--- config.mk ---
export PLATFORM = sky130hd
export DESIGN_NAME = exu_wbck
export DESIGN_NICKNAME = d
export VERILOG_FILES = /design/src/rtl/exu_wbck.sv
export SDC_FILE = /design/constraint.sdc
export NUM_CORES = 1
export LEC_CHECK = 0
export ABC_AREA = 1
export BUFFER_PORTS_ARGS = -buffer_cell sky130_fd_sc_hd__buf_2
export CORE_ASPECT_RATIO = 1.25
export CORE_MARGIN = 8
export CORE_UTILIZATION = 47
export CTS_CLUSTER_SIZE = 24
export DETAILED_ROUTE_END_ITERATION = 10
export GPL_TIMING_DRIVEN = 0
export PLACE_DENSITY_LB_ADDON = 0.3
export SLEW_MARGIN = 5
export SYNTH_ARGS = -nofsm -noshare
export SYNTH_HDL_FRONTEND = slang
export SYNTH_SLANG_ARGS = --single-unit
export TNS_END_PERCENT = 100
--- constraint.sdc ---
create_clock -name clk -period 3.3 [get_ports clk]
set_clock_uncertainty 0.15 [all_clocks]
set_input_delay 0.495 -clock clk [delete_from_list [all_inputs] [get_ports clk]]
set_output_delay 0.495 -clock clk [all_outputs]
set_load 0.1 [all_outputs]
--- src/rtl/exu_wbck.sv ---
// -----------------------------------------------------------------------------
// exu_wbck - writeback stage behind the execute calculation unit.
//
// ALU results are buffered in a small FIFO. Load results from the LSU are not
// buffered. The two sources share the single register-file write port through
// a registered output.
//
// The LSU always has priority. A starvation counter tracks how many LSU wins
// in a row have happened while the FIFO held data. When it reaches
// STARVE_MAX, the LSU is refused for one cycle so that the FIFO head drains.
//
// Parameters
//   FIFO_DEPTH  ALU result FIFO entries (power of two, >= 2)
//   STARVE_MAX  consecutive LSU wins over a non-empty FIFO (>= 1)
//
// Ports
//   clk            clock, all state updates on the rising edge
//   rst            asynchronous active-high reset
//   hs_cal4wb_val  ALU result valid
//   hs_wb4cal_rdy  FIFO can accept an ALU result (registered state only)
//   cal_res/cal_rd ALU result data / destination register
//   hs_lsu4wb_val  load result valid
//   hs_wb4lsu_rdy  load result accepted this cycle (registered state only)
//   lsu_res/lsu_rd load data / destination register
//   wb_wen         register-file write enable
//   wb_rd/wb_data  register-file write index / data
//   fifo_cnt       current FIFO occupancy
// -----------------------------------------------------------------------------
module exu_wbck #(
  parameter int unsigned FIFO_DEPTH = 2,
  parameter int unsigned STARVE_MAX = 4
) (
  input  logic                          clk,
  input  logic                          rst,
  input  logic                          hs_cal4wb_val,
  output logic                          hs_wb4cal_rdy,
  input  logic [31:0]                   cal_res,
  input  logic [4:0]                    cal_rd,
  input  logic                          hs_lsu4wb_val,
  output logic                          hs_wb4lsu_rdy,
  input  logic [31:0]                   lsu_res,
  input  logic [4:0]                    lsu_rd,
  output logic                          wb_wen,
  output logic [4:0]                    wb_rd,
  output logic [31:0]                   wb_data,
  output logic [$clog2(FIFO_DEPTH):0]   fifo_cnt
);

  localparam int unsigned PTR_W = $clog2(FIFO_DEPTH);
  localparam int unsigned CNT_W = PTR_W + 1;
  localparam int unsigned STV_W = $clog2(STARVE_MAX + 1);

  typedef struct packed {
    logic [4:0]  rd;
    logic [31:0] data;
  } wb_entry_t;

  wb_entry_t        mem [FIFO_DEPTH];
  logic [PTR_W-1:0] wptr;
  logic [PTR_W-1:0] rptr;
  logic [CNT_W-1:0] cnt;
  logic [STV_W-1:0] starve_cnt;

  logic      fifo_empty;
  logic      push;
  logic      pick_lsu;
  logic      pick_cal;
  wb_entry_t sel;

  assign fifo_empty = (cnt == '0);
  assign fifo_cnt   = cnt;

  // Both ready signals are derived only from registered state. This means
  // neither upstream unit sees a combinational path from its own valid.
  assign hs_wb4cal_rdy = (cnt != CNT_W'(FIFO_DEPTH));
  assign hs_wb4lsu_rdy = (starve_cnt != STV_W'(STARVE_MAX));

  assign push     = hs_cal4wb_val & hs_wb4cal_rdy;
  assign pick_lsu = hs_lsu4wb_val & hs_wb4lsu_rdy;
  assign pick_cal = !pick_lsu & !fifo_empty;

  // Selected write source: the LSU when it wins, otherwise the FIFO head.
  always_comb begin
    // NOTE: default first so every path assigns sel and no latch is inferred.
    sel = mem[rptr];
    if (pick_lsu) begin
      sel = '{rd: lsu_rd, data: lsu_res};
    end
  end

  // FIFO storage.
  // NOTE: the data array is deliberately not reset. Occupancy is tracked by
  // the pointers and count, so stale contents are never observed.
  always_ff @(posedge clk) begin
    if (push) begin
      mem[wptr] <= '{rd: cal_rd, data: cal_res};
    end
  end

  // FIFO pointers and occupancy. A full FIFO refuses a push even when it
  // pops in the same cycle. Pointers wrap naturally because the depth is a
  // power of two.
  // NOTE: sequential state uses non-blocking assignments only, so all
  // registers sample pre-edge values regardless of statement order.
  always_ff @(posedge clk or posedge rst) begin
    if (rst) begin
      wptr <= '0;
      rptr <= '0;
      cnt  <= '0;
    end else begin
      if (push) begin
        wptr <= wptr + PTR_W'(1);
      end
      if (pick_cal) begin
        rptr <= rptr + PTR_W'(1);
      end
      case ({push, pick_cal})
        2'b10:   cnt <= cnt + CNT_W'(1);
        2'b01:   cnt <= cnt - CNT_W'(1);
        default: cnt <= cnt;
      endcase
    end
  end

  // Starvation counter: counts LSU wins taken while ALU results were waiting.
  // Once the FIFO pops, waiting ALU results are no longer starved, so the
  // counter clears. The counter can only be at STARVE_MAX while the FIFO is
  // non-empty. In that cycle the LSU is refused, so pick_cal always clears it.
  always_ff @(posedge clk or posedge rst) begin
    if (rst) begin
      starve_cnt <= '0;
    end else if (pick_cal) begin
      starve_cnt <= '0;
    end else if (pick_lsu && !fifo_empty) begin
      starve_cnt <= starve_cnt + STV_W'(1);
    end
  end

  // Registered write port. A result for x0 is consumed but never written.
  // The index and data hold when nothing is picked.
  always_ff @(posedge clk or posedge rst) begin
    if (rst) begin
      wb_wen  <= 1'b0;
      wb_rd   <= '0;
      wb_data <= '0;
    end else begin
      wb_wen <= (pick_lsu | pick_cal) & (sel.rd != 5'd0);
      if (pick_lsu | pick_cal) begin
        wb_rd   <= sel.rd;
        wb_data <= sel.data;
      end
    end
  end

endmodule

* Word-level counts from Yosys, hierarchy flattened
Memory sizes are Yosys's and may differ from the RTL's.
Index checks and enable logic that the tools add are counted.
W data, S select, Z words.
** Cells by class
- $add $sub $neg :: 5
- Eq/ne operators :: 4
- Muxes and demuxes :: 6
- Bitwise gates (word level) :: 5
- Reduce and logical (&&, ||, !) cells :: 7
** Operators by type and width (count)
- $mux W37 :: 1
- $mux W3 :: 2
- $reduce_bool A5 Y1 :: 1
- $and A1 B1 Y1 :: 4
- $pmux W2 S2 :: 1
- $reduce_bool A2 Y1 :: 2
- $add A3 B1 Y3 const B :: 1
- $ne A3 B3 Y1 const B :: 1
- $add A1 B1 Y1 const B :: 2
- $add A2 B1 Y2 const B :: 1
- $eq A2 B1 Y1 const B :: 1
- $eq A2 B2 Y1 const B :: 1
- $logic_not A1 Y1 :: 2
- $logic_not A2 Y1 :: 1
- $mux W1 :: 2
- $ne A2 B2 Y1 const B :: 1
- $sub A2 B1 Y2 const B :: 1
- $logic_and A1 B1 Y1 :: 1
- $or A1 B1 Y1 :: 1
** Word-level totals
- Bits in registers :: 45
- Bits in writable memories :: 74
- Bits of input ports :: 78
- Logic and storage cells :: 35
- Memories kept :: 1
** Memories
- mem :: depth 2, bits a word 37, rd ports 1, clocked after memory_dff 0, wr ports 1, line 58 : wb_entry_t mem [FIFO_DEPTH];

* Depth between registers and ports, before layout
Gate-level depths: netlist of the first run.
- Depth after elaboration :: 6
- Mapped depth :: 10
- Gate-level depth less buffers :: 10

* Worst setup path before layout of the first run
OpenSTA, ideal clock, no wires.
- Path kind :: reg-to-reg
- Start point :: reg cnt[0], in the netlist fifo_cnt[0]
- End point :: mem mem[1][0] (netlist bit) (enable)
- Data arrival time :: 3.384 ns
- Required time :: 2.717 ns
- Setup slack :: -0.667 ns
- Stages on the path, launching flop included :: 4
- Period minus slack after synthesis :: 3.967 ns
- Cells stage by stage :: dfrtp_1 > or2_2 > nand2_1 > nor2_1
** On the way
- Cells in the longest elaborated chain, start to end :: 4
** Ends and longest elaborated chain
- start: declaration :: line 61 : logic [CNT_W-1:0] cnt;
- start signal: assignment :: line 118 : 2'b10: cnt <= cnt + CNT_W'(1);
- start signal: assignment :: line 119 : 2'b01: cnt <= cnt - CNT_W'(1);
- start signal: assignment :: line 120 : default: cnt <= cnt;
- $ne A2 B2 Y1 :: line 75 : assign hs_wb4cal_rdy = (cnt != CNT_W'(FIFO_DEPTH));
- via hs_wb4cal_rdy :: line 36 : output logic hs_wb4cal_rdy,
- $and A1 B1 Y1 :: line 78 : assign push = hs_cal4wb_val & hs_wb4cal_rdy;
- $mux W1 :: line 95 : if (push) begin
- $mux W1 (not written as such) :: line 96 : mem[wptr] <= '{rd: cal_rd, data: cal_res};
- end: declaration :: line 58
The timed path passes the listed nets, and every way through them passes these cells.

* Worst setup path in the final report of the first run
- Start point :: reg starve_cnt[0]
- End point :: out hs_wb4lsu_rdy
** On the way
- Cells in the longest elaborated chain, start to end :: 1
** Ends and longest elaborated chain
- start: declaration :: line 62 : logic [STV_W-1:0] starve_cnt;
- start signal: assignment :: line 135 : starve_cnt <= starve_cnt + STV_W'(1);
- $ne A3 B3 Y1 :: line 76 : assign hs_wb4lsu_rdy = (starve_cnt != STV_W'(STARVE_MAX));
- end: declaration :: line 40 : output logic hs_wb4lsu_rdy,
Every way passes these cells.

==> summary.md, run 1 <==
The run gives 562 as the final net count. The logs give 1.053 ns for the smallest setup slack after layout and 13800 um^2 for the die outline area. For the number of synthesis warnings, the log shows 0. The count of antenna diodes in the layout was 0.

Measured along the x axis, the die boundary spans 106.7 um. Setup violations remaining at the end of the flow were counted as 0. The count of nets left with antenna violations once routing finished came out at 0. The gate family responsible for the most delay along the worst path is buffers and inverters. When the netlist entered floorplanning its net count stood at 420.

Buffers placed on the I/O ports in this run total 119. The critical path goes through inv_1 -> ha_1 -> nand2_4 -> buf_2. In the routed layout, each cell is associated on average with a via count of 4.953. The initial antenna violation count is 1, and the net switching power figure is 3.384 mW.

For the maximum clock path buffer count, the log shows 2. In this run, the number of DRC markers left after iteration 0 of detailed routing was 90. Once the floorplan was initialized, standard cells occupied 48.05% of the core.

At the worst endpoint, the arrival time is 1.60 ns. The clock tree root driver cell is sky130_fd_sc_hd__clkbuf_16. The final critical path takes up 68.09% of the cycle. Sorting the synthesized cells by how often they occur yields sky130_fd_sc_hd__nand2_1 (86), sky130_fd_sc_hd__edfxtp_1 (74), sky130_fd_sc_hd__dfrtp_1 (45), sky130_fd_sc_hd__mux2i_1 (32), sky130_fd_sc_hd__o211ai_2 (30). The run gives 119 as the TritonCTS sink count. The congestion estimate from routability-driven global placement came to 0.7403.

Entering global routing, the biggest net connects 31 pins. The tools report the instance count after placement with tap cells included as 590. Setup repair after global routing left no endpoint under its margin. The worst setup path is captured at a primary output.

For this run, the leading register cell type out of synthesis is sky130_fd_sc_hd__edfxtp_1. The leakage component of the power was 2.753 nW. The height of the die is 129.4 um. The total routing usage reported by global routing was 16.14%.

The synthesized design spends more area on one cell type than any other, namely sky130_fd_sc_hd__edfxtp_1. Once the clock tree was built, the setup fixing pass inserted 0 buffers. After detailed routing, the average wire length per cell comes to 17.26 um. The maximum fanout along the worst path came out at 4. The tools report the worst voltage drop across the vdd grid as 0.0005606 V. The post-synthesis instance area is 4831 um^2, and the flop and latch count out of synthesis is 119. Before antenna repair, the detailed router went through 4 iterations. Measured against its own limit, the worst slew margin works out to 56.91%. The flow ran to the end, and the final reports show no timing, DRC or antenna violations.

The synthesized instance count was 339. TritonCTS built the clock tree. The clock network is responsible for 24.0% of the overall power.

The run gives 0.39 ns as the clock latency of the later-clocked register in the worst-skew pair. The setup path with the least slack is of type flop to primary output. Sequential cells account for 31.0% of the total power. For the pin with the worst max-slew slack, the measured transition is 0.6448 ns. The remaining design rule violation count is 0. The most common cell in the synthesized netlist is sky130_fd_sc_hd__nand2_1.

On the critical path, the stage with the largest delay is an instance of sky130_fd_sc_hd__buf_2. The netlist uses 29 different library cells. For the required time at the worst-slack endpoint, the log shows 2.65 ns. Net switching is 46.09% of the power. Ranked by total cell area, the synthesized netlist is headed by sky130_fd_sc_hd__edfxtp_1 (46%), sky130_fd_sc_hd__dfrtp_1 (23%), sky130_fd_sc_hd__o211ai_2 (7.8%), sky130_fd_sc_hd__nand2_1 (6.7%), sky130_fd_sc_hd__mux2i_1 (6.6%). The average instance area after synthesis works out to 14.25 um^2. The tools report the routed wire length as 10.76 mm.

Static timing analysis puts the maximum clock frequency at 445.1 MHz. Leaving out filler cells and counting taps, the final layout contains 623. The run gives 7.676 mm as the half-perimeter wire length of the detailed placement result. The stage delay of the slowest cell on the critical path is 0.43 ns. The fraction of power consumed by combinational cells was 45.0%; the post-synthesis async set-or-reset flop share was 37.82%. Relative to the synthesized area, the layout overhead comes to 29.58%. The internal power was 3.959 mW; the area of the core region was 10050 um^2.

In this run the worst hold path is classified as input port to flop. After clock tree synthesis, the clock-pin slew on the worst setup and hold paths is 0.05 ns. The logs give 69.31% for the sequential area share after synthesis and 3086 for the vias after detailed routing. The worst slack at placement is 1.241 ns, and the number of max-cap violations is 0.

The number of buffers and inverters on the critical path is 2. The worst setup path is launched from a flop. The number of hold-slack violations in the final timing report came out at 0. Wire length of the first global-routing pass: 16.90 mm. In the final layout, the share of cells above drive strength 1 is 41.09%.

For the total clock buffers created by CTS, the log shows 17. The floorplan has 41 rows. The fraction of post-synthesis cell area in the top cell type by area came out at 46.00%. The final critical-path required period is 2.247 ns.

The max-slew violation count is 0, and the boundary pin count is 120. Summed over all layers, the global routing overflow is 0. In this run the power density over the cells is 1173 nW/um^2. The H-tree was split into 4 levels. The synthesized design contains 74 enable-type register cells. Via count of the first global-routing pass: 3492.
## power groups by stage
stage          Clock [mW]  Combinational (mW)  Sequential [mW]
2_1_floorplan           0                1.06             3.88
3_3_place_gp            0                3.23             2.29
3_5_place_dp            0                3.34             2.30
4_1_cts              1.81                3.35             2.28
5_1_grt              1.88                3.47             2.32
6_report             1.76                3.30             2.28
## cells in the final DEF (no fill, tap or decap), types with 2 or more instances in the layout
cell and n:
sky130_fd_sc_hd__clkbuf_1 4, sky130_fd_sc_hd__xor2_1 2, sky130_fd_sc_hd__mux2i_1 32, sky130_fd_sc_hd__edfxtp_1 74
sky130_fd_sc_hd__nand3_1 6, sky130_fd_sc_hd__inv_2 3, sky130_fd_sc_hd__ha_1 3, sky130_fd_sc_hd__nand2_1 86
sky130_fd_sc_hd__clkbuf_16 17, sky130_fd_sc_hd__clkinv_2 3, sky130_fd_sc_hd__clkinv_1 3, sky130_fd_sc_hd__o211ai_1 2
sky130_fd_sc_hd__o211ai_2 30, sky130_fd_sc_hd__nor2_4 2, sky130_fd_sc_hd__buf_6 8, sky130_fd_sc_hd__nand3b_1 2
sky130_fd_sc_hd__a21oi_1 3, sky130_fd_sc_hd__bufinv_16 3, sky130_fd_sc_hd__nand2_4 3, sky130_fd_sc_hd__nor2_1 5
sky130_fd_sc_hd__clkinvlp_4 2, sky130_fd_sc_hd__inv_1 9, sky130_fd_sc_hd__buf_4 2, sky130_fd_sc_hd__buf_16 2
sky130_fd_sc_hd__dfrtp_1 45, sky130_fd_sc_hd__o21ai_0 9, sky130_fd_sc_hd__buf_2 122
## repair_timing
action | CTS | global route
resized for setup | 0 | 0
hold endpoints to repair | 15 | 0
hold buffers | 1 | 0
## per-layer routing
layer,routed length (um),share of wire (%),vias up,GRT usage [%]
met2,6011,56,81,30.01
li1,-,-,1495,-
met4,180,1.7,2,6.390
met3,529,4.9,14,5.117
met1,4020,37,1494,16.27
met5,13,0.12,-,0
## final timing paths
kind / startpoint / endpoint / slack, ns / cells past startpoint
worst max-delay path: starve_cnt[0]$_DFFE_PP0P_ / hs_wb4lsu_rdy / 1.05 / 4
worst min-delay path: cal_res[26] / mem[0][26]$_DFFE_PP_ / 0.14 / 1
worst max register to register: starve_cnt[0]$_DFFE_PP0P_ / fifo_cnt[1]$_DFFE_PP0P_ / 1.26 / 10
worst min register to register: wb_rd[3]$_DFFE_PP0P_ / wb_rd[3]$_DFFE_PP0P_ / 0.34 / 2
max in group asynchronous: rst / wb_data[11]$_DFFE_PP0P_ / 2.00 / 4
min in group asynchronous: rst / wb_data[25]$_DFFE_PP0P_ / 0.50 / 3
## through the flow
step / TNS, ns / total power, mW / hold WS [ns] / cell area (um^2) / utilization [%]
detailed placement: 0 / 5.643 / 0.3237 / 5678 / 56.47
finish: 0 / 7.343 / 0.1351 / 6260 / 62.26
global route: 0 / 7.669 / 0.1193 / 6260 / 62.26
CTS: 0 / 7.436 / 0.1180 / 6260 / 62.26
global placement: 0 / 5.517 / 0.3126 / 5593 / 55.62
floorplan: -5.100 / 4.941 / 0.3535 / 4836 / -
## sequential cells by signal (all words and copies together), names as in the netlist
register / flops
mem: 74
wb_data: 32
wb_rd: 5
starve_cnt: 3
fifo_cnt: 2
rptr: 1
wb_wen: 1
wptr: 1
## area by class of cell
cell class / instances / area, um^2
Fill cell: 829 / 3795
Sequential cell: 119 / 3348
Multi-Input combinational cell: 193 / 1319
Timing Repair Buffer: 123 / 680.7
Clock buffer: 21 / 440.4
Tap cell: 129 / 161.4
Clock inverter: 11 / 131.4
Buffer: 14 / 127.6
Inverter: 13 / 51.30
## cell families after synthesis
logic type	share of synthesized area [%]
flip-flops	69.31
adder cells (fa/ha/maj)	0.7771
multiplexers	6.630
AND/OR/NAND/NOR	9.609
AO/OA/AOI/OAI	9.427
buffers and inverters	3.704
XOR/XNOR	0.5440
Power figures use the tool's default switching activity.
==> run 2: changes to the inputs <==
==> constraint.sdc (replaced) <==
create_clock -name clk -period 2.34 [get_ports clk]
set_clock_uncertainty 0.15 [all_clocks]
set_input_delay 0.351 -clock clk [delete_from_list [all_inputs] [get_ports clk]]
set_output_delay 0.351 -clock clk [all_outputs]
set_load 0.1 [all_outputs]
==> summary.md, run 2 (synthesis results as in run 1) <==
Walking the worst path, the cells encountered are inv_2 -> or2_4 -> nand2_4 -> nor2_4. The boundary pin count is 120 (unchanged), and the critical path depth in cells is 4 (unchanged). The cell sitting at the root of the clock tree is a sky130_fd_sc_hd__clkbuf_16. Chip width: 106.7 um (unchanged). The maximum clock path buffer count came out at 2 (unchanged).

The total congestion overflow after global routing was 0 (unchanged). The max-slew violation count was 0 (unchanged). The buffers plus inverters on the worst setup path was 1 (-1). Reg-to-reg critical path startpoint: fifo_cnt[1]$_DFFE_PP0P_.

The most frequent standard cell in the layout excluding fill and tap cells is sky130_fd_sc_hd__buf_2. In the layout the commonest cells are sky130_fd_sc_hd__buf_2 (122), sky130_fd_sc_hd__nand2_1 (85), sky130_fd_sc_hd__edfxtp_1 (74). STA classifies the critical path startpoint as a flop.

Stage delay of the slowest cell on the critical path: 0.90 ns (+0.47 ns). The half-perimeter wire length of the detailed placement result is 7.564 mm (-1.5%). Via count of the first global-routing pass: 3787 (+8.4%). For the summed area of non-filler cells in the final layout, the log shows 6651 um^2 (+6.3%). The routing usage on met2 is 33.13% (+3.1 points). The cell depth of the worst hold path is 3 (+2). Counting flops per register, the top entry is mem. The run gives 0 (unchanged) as the remaining design rule violation count. The clock latency of the later-clocked register in the worst-skew pair was 0.40 ns (about the same); the maximum fanout along the worst path was 37 (+33). The count of antenna diodes in the layout was 0 (unchanged); the worst reg-to-reg path cell count was 4 (-6).

The routed design could run at a clock period as short as 2.235 ns. The run gives 588 (-0.34%) as the instance count after placement with tap cells included. The reg-to-reg critical path endpoint is mem[0][18]$_DFFE_PP_.

The slew at the pin closest to its max-slew limit works out to 1.204 ns (+0.5593 ns). The path class of the tightest hold or removal check is input port to flop. Number of hold-slack violations in the final timing report: 0 (unchanged).

For the leakage component of the power, the log shows 2.897 nW (+5.2%). TritonCTS built the clock tree. Detailed-routing iteration count for the pre-antenna-repair pass: 4 (unchanged).

The total placed instance area is 5640 um^2 (-0.66%), and the final net count is 605 (+7.7%). The number of levels the H-tree was split into was 4 (unchanged). The logs give 17.78% (+1.5 points) for the global-route met1 utilization and 1 (unchanged) for the initial antenna violation count.

The height of the die is 129.4 um (unchanged). The number of max-cap violations is 0 (unchanged). The count of port buffers added during placement works out to 119 (unchanged).

The via density per instance was 4.992 (+0.79%). The average detailed-routed wire length per instance is 17.06 um (-1.2%). The run gives 17 (unchanged) as the total clock buffers created by CTS. The run finished with clean final reports. The logs give 119 (unchanged) for the TritonCTS sink count and 0 (unchanged) for the remaining antenna violation count after routing. The die outline area was 13800 um^2 (unchanged); the achievable clock frequency was 447.3 MHz. The required time at the worst-slack endpoint was 2.20 ns (-0.45 ns).

Setup repair after global routing could not meet its margin everywhere. The tools report the number of standard cells in the final layout excluding fillers as 666 (+6.9%). The slowest stage of the critical path is the sky130_fd_sc_hd__nor2_4 cell. The worst setup path is captured at a flop. Relative slew slack: 19.53% (-37 points). The run gives 0.0008330 V (+49%) as the worst voltage drop across the vdd grid.

The total power density per cell area works out to 1545 nW/um^2 (+32%). The worst setup path is of the flop to flop kind. The register-to-register setup slack was 0.10 ns (-1.16 ns). The global placement routability congestion was 0.7361 (-0.57%); the number of design-rule violations left by the first detailed-router iteration was 96 (+6.7%). Compared with the post-synthesis result, the final layout area differs by 37.68%.

The share of the cycle needed by the critical path after routing is 95.53%, and the area of the core region is 10050 um^2 (unchanged). The starting utilization of the core area was 48.05% (unchanged); the met3 track utilization from global routing was 5.266% (+0.15 points). Number of standard-cell rows in the floorplan: 41 (unchanged). The clock transition at the registers of the reported paths works out to 0.06 ns (about the same). Flip-flop count of the largest register after layout: 74 (unchanged).

The run gives 0 (unchanged) as the buffer count from post-CTS setup fixing. For hold timing, the worst endpoint is wb_data[19]$_DFFE_PP0P_. The run gives 17.83% (+1.7 points) as the total routing usage reported by global routing. For the final-report setup violation count, the log shows 0 (unchanged). The startpoint identified for the worst hold timing path is lsu_res[19]. For the vias after detailed routing, the log shows 3325 (+7.7%). The wire length of the first global-routing pass is 18.78 mm (+11%), and the share of layout cells above drive strength 1 is 39.29% (-1.8 points). The number of resized instances in the post-cts repair step was 0 (unchanged); the worst endpoint data arrival time was 2.10 ns (+0.50 ns). The busiest layer in global routing was met2.

Gate family responsible for the most delay along the worst path: simple AND/OR/NAND/NOR gates. The logs give 11.36 mm (+5.7%) for the routed wire length and 39 (+26%) for the largest net degree at the start of global routing. The largest registers in the layout are mem (74), wb_data (32), wb_rd (5).
## run 2: cell count changes in the layout (fill, tap and decap cells not counted), sizes merged
cell	change
buf	-2
bufinv	-2
clkbuf	-2
clkinv	-1
clkinvlp	+5
dlygate4sd3	+45
## run 2: worst max path at each step
stage / startpoint / endpoint
floorplan: fifo_cnt[1]$_DFFE_PP0P_ / mem[1][0]$_DFFE_PP_
CTS: fifo_cnt[1]$_DFFE_PP0P_ / mem[1][25]$_DFFE_PP_
global route: fifo_cnt[1]$_DFFE_PP0P_ / mem[1][12]$_DFFE_PP_
global placement: rst / fifo_cnt[1]$_DFFE_PP0P_
finish: fifo_cnt[1]$_DFFE_PP0P_ / mem[0][18]$_DFFE_PP_
detailed placement: fifo_cnt[1]$_DFFE_PP0P_ / mem[1][25]$_DFFE_PP_
## run 2: tightest hold or removal path, cell delays in order
cell and delay (ns):
sky130_fd_sc_hd__buf_2 0.07, sky130_fd_sc_hd__nand2_1 0.06, sky130_fd_sc_hd__o211ai_2 0.05
## run 2: layout make-up
cell class,instances,area [um^2]
clock buffer,19,442.9
buffer,14,127.6
multi-input combinational,193,1329
fill,768,3403
inverter,13,51.30
sequential,119,3356
timing repair buffer,166,1076
clock inverter,13,107.6
tap,129,161.4
## run 2: repair_timing
action,4_1_cts,5_1_grt
hold buffers,46,0
setup endpoints to repair,0,57
endpoints found under the hold margin,95,0
## run 2: layer usage
| metal | wire length, um | share of wire [%] |
|---|---|---|
| met1 | 4203 | 37 |
| met2 | 6286 | 55 |
| met3 | 637 | 5.6 |
| met4 | 222 | 2.0 |
| met5 | 13 | 0.11 |
## run 2: through the flow
| step | hold WS, ns | util [%] | total power, mW | setup WS (ns) | TNS [ns] |
|---|---|---|---|---|---|
| 2_1_floorplan | 0.2999 | - | 7.008 | 0.02026 | 0 |
| 3_3_place_gp | 0.3231 | 55.90 | 7.825 | -0.3023 | -1.506 |
| 3_5_place_dp | 0.1857 | 56.10 | 7.927 | 0.04996 | 0 |
| 4_1_cts | 0.002815 | 66.15 | 10.35 | 0.03679 | 0 |
| 5_1_grt | 0.008212 | 66.15 | 10.72 | -0.01484 | -0.5143 |
| 6_report | 0.01098 | 66.15 | 10.27 | 0.1046 | 0 |
## run 2: power by group
part           internal, mW  switching, mW
Sequential             2.95          0.283
Clock                  1.47          0.891
Combinational         0.994           3.68
Total                  5.42           4.86
==> run 3: changes to the inputs <==
--- a/config.mk
+++ b/config.mk
@@ -14,6 +14,7 @@
 export DETAILED_ROUTE_END_ITERATION = 10
 export GPL_TIMING_DRIVEN = 0
 export PLACE_DENSITY_LB_ADDON = 0.3
+export SETUP_SLACK_MARGIN = 0.2
 export SLEW_MARGIN = 5
 export SYNTH_ARGS = -nofsm -noshare
 export SYNTH_HDL_FRONTEND = slang
==> summary.md, run 3 (synthesis results as in run 1) <==
The flow ran to the end, and the final reports show no timing, DRC or antenna violations. The smallest setup slack after layout was 0.1526 ns (+0.04800 ns); the total routing usage reported by global routing was 17.40% (-0.44 points). Number of max-cap violations: 0 (unchanged).

Count of antenna diodes in the layout: 0 (unchanged). Among cell families on the critical path, the largest total delay comes from simple AND/OR/NAND/NOR gates. More flip-flops sit in one register than any other, and that register is mem.

The largest registers in the layout are mem (74), wb_data (32), wb_rd (5). The tools report the worst endpoint data arrival time as 2.05 ns (-0.05 ns). The stage delay of the slowest cell on the critical path is 0.87 ns (-0.03 ns). Most frequent standard cell in the layout excluding fill and tap cells: sky130_fd_sc_hd__buf_2. Cell type of the slowest stage on the worst timing path: sky130_fd_sc_hd__nor2_4. Register-to-register setup slack: 0.15 ns (+0.05 ns). The multi-input gate area in the final layout came out at 1346 um^2 (+1.3%).

For the worst voltage drop across the vdd grid, the log shows 0.0007917 V (-5.0%). The tree is rooted in a sky130_fd_sc_hd__clkbuf_16. The summed area of non-filler cells in the final layout is 6789 um^2 (+2.1%). The worst setup path is of the flop to flop kind.

The number of standard-cell rows in the floorplan is 41 (unchanged), and the via density per instance is 4.951 (-0.84%). The via count of the first global-routing pass came out at 3752 (-0.92%). The leakage component of the power is 2.979 nW (+2.8%), and the final critical-path required period is 2.187 ns (-0.04800 ns). The worst setup path is launched from a flop. The detailed-routing iteration count for the pre-antenna-repair pass was 6 (+2). The number of hold-slack violations in the final timing report came out at 0 (unchanged). Flip-flop count of the largest register after layout: 74 (unchanged).

Half-perimeter wire length of the detailed placement result: 7.602 mm (+0.51%). The library cells used most frequently in the layout, excluding fill and tap cells, are sky130_fd_sc_hd__buf_2 (121), sky130_fd_sc_hd__nand2_1 (85), sky130_fd_sc_hd__edfxtp_1 (74). The logs give 48.05% (unchanged) for the starting utilization of the core area and 0 (unchanged) for the final-report setup violation count. The total congestion overflow after global routing is 0 (unchanged).

The tools report the remaining design rule violation count as 0 (unchanged). The reg-to-reg critical path startpoint was fifo_cnt[1]$_DFFE_PP0P_. The share of layout cells above drive strength 1 came out at 39.03% (-0.26 points). For the max-slew violation count, the log shows 0 (unchanged). Routed wire length: 11.48 mm (+1.0%).

In this run the critical register-to-register path is captured at mem[0][26]$_DFFE_PP_. The final core utilization is 67.52% (+1.4 points). The remaining antenna violation count after routing was 0 (unchanged). The count of port buffers added during placement is 119 (unchanged), and the worst reg-to-reg path cell count is 4 (unchanged). The global placement routability congestion is 0.7744 (+5.2%). The path with the worst hold slack has its endpoint at wb_data[4]$_DFFE_PP0P_. The maximum fanout along the worst path was 37 (unchanged). The number of design-rule violations left by the first detailed-router iteration was 138 (+44%). The total of fill cells in the finished design is 757 (-1.4%), and the achievable clock frequency is 457.2 MHz (+2.2%).

For the buffer count from post-CTS setup fixing, the log shows 0 (unchanged). The cell depth of the worst hold path was 3 (unchanged); the total clock buffers created by CTS was 17 (unchanged). The TritonCTS sink count came out at 119 (unchanged). The logs give 39 (unchanged) for the largest net degree at the start of global routing and 4 (unchanged) for the number of levels the H-tree was split into. The tools report the die outline area as 13800 um^2 (unchanged).

Final net count: 606 (+0.17%). Maximum clock path buffer count: 2 (unchanged). The run gives 0.1090 ns (+0.05902 ns) as the worst slack at placement.

The wire length of the first global-routing pass was 18.35 mm (-2.3%). The average detailed-routed wire length per instance came out at 17.21 um (+0.89%). The tools report the required time at the worst-slack endpoint as 2.20 ns (about the same). The share of the cycle needed by the critical path after routing was 93.48% (-2.1 points). The vias after detailed routing is 3302 (-0.69%).

Total power density per cell area: 1589 nW/um^2 (+2.9%). The relative slew slack was 22.13% (+2.6 points); the slew at the pin closest to its max-slew limit was 1.165 ns (-0.03892 ns). The height of the die was 129.4 um (unchanged); the boundary pin count was 120 (unchanged). The chip width works out to 106.7 um (unchanged).

The area added between synthesis and finish was 40.53%; the area of the core region was 10050 um^2 (unchanged). Initial antenna violation count: 0 (-1). The tightest min-delay check is of the input port to flop type. Setup repair after global routing could not meet its margin everywhere.

The clock transition at the registers of the reported paths works out to 0.05 ns (about the same). TritonCTS built the clock tree. STA classifies the critical path endpoint as a flop. Walking the worst path, the cells encountered are inv_2 -> or2_4 -> nand2_4 -> nor2_4.

In this run the most critical hold path is launched from lsu_res[4]. The run gives 5640 um^2 (unchanged) as the total placed instance area. The tools report the flip-flop and latch area as 3356 um^2 (unchanged). The power consumption was 10.79 mW (+5.0%); the clock latency of the later-clocked register in the worst-skew pair was 0.40 ns (about the same). The buffers plus inverters on the worst setup path is 1 (unchanged).
## run 3: area by class of cell
cell class,count,share of cell area [%]
Tap cell,129,2.377
Timing Repair Buffer,167,16.03
Clock buffer,23,7.188
Multi-Input combinational cell,193,19.83
Sequential cell,119,49.43
Clock inverter,9,2.506
Buffer,14,1.880
Inverter,13,0.7556
## run 3: worst max-delay path by stage
stage	startpoint	to	cells past startpoint
after global routing	fifo_cnt[1]$_DFFE_PP0P_	mem[1][28]$_DFFE_PP_	4
after CTS	fifo_cnt[1]$_DFFE_PP0P_	mem[0][26]$_DFFE_PP_	4
after global placement	rst	fifo_cnt[1]$_DFFE_PP0P_	2
after floorplan	fifo_cnt[1]$_DFFE_PP0P_	mem[1][0]$_DFFE_PP_	4
after detailed placement	fifo_cnt[1]$_DFFE_PP0P_	mem[1][30]$_DFFE_PP_	4
final	fifo_cnt[1]$_DFFE_PP0P_	mem[0][26]$_DFFE_PP_	4
## run 3: worst reg2reg max path: stages (launching register included)
cell and delay [ns]:
sky130_fd_sc_hd__dfrtp_4 0.48, sky130_fd_sc_hd__inv_2 0.07, sky130_fd_sc_hd__or2_4 0.13, sky130_fd_sc_hd__nand2_4 0.07
sky130_fd_sc_hd__nor2_4 0.87
## run 3: per-stage QoR
stage,cells,TNS (ns),hold slack (ns)
after floorplan,339,0,0.2999
after global placement,587,-0.4930,0.3114
after detailed placement,588,0,0.2210
after CTS,667,0,0.0003945
after global routing,667,0,0.01278
final,667,0,0.01610
## run 3: where the power goes
part           internal [mW]  total [mW]  leakage [nW]  switching, mW
Combinational           1.01        4.71          1.43           3.71
Sequential              2.95        3.23          1.22          0.279
Clock                   2.00        2.85         0.327          0.850
## run 3: metal layers
layer	wire, um	share of wire, %	GRT usage (%)	up-vias
li1	-	-	-	1590
met1	4264	37	17.65	1602
met2	6421	56	31.77	90
met3	563	4.9	5.117	20
met4	233	2.0	8.548	0
met5	0	0	0	-
## run 3: what timing repair did
action                                  CTS  global route
hold buffers                             47             0
gates resized for setup                   0             3
pin swaps                                 1             0
hold endpoints to repair                 99             0
endpoints found under the setup margin   74            77
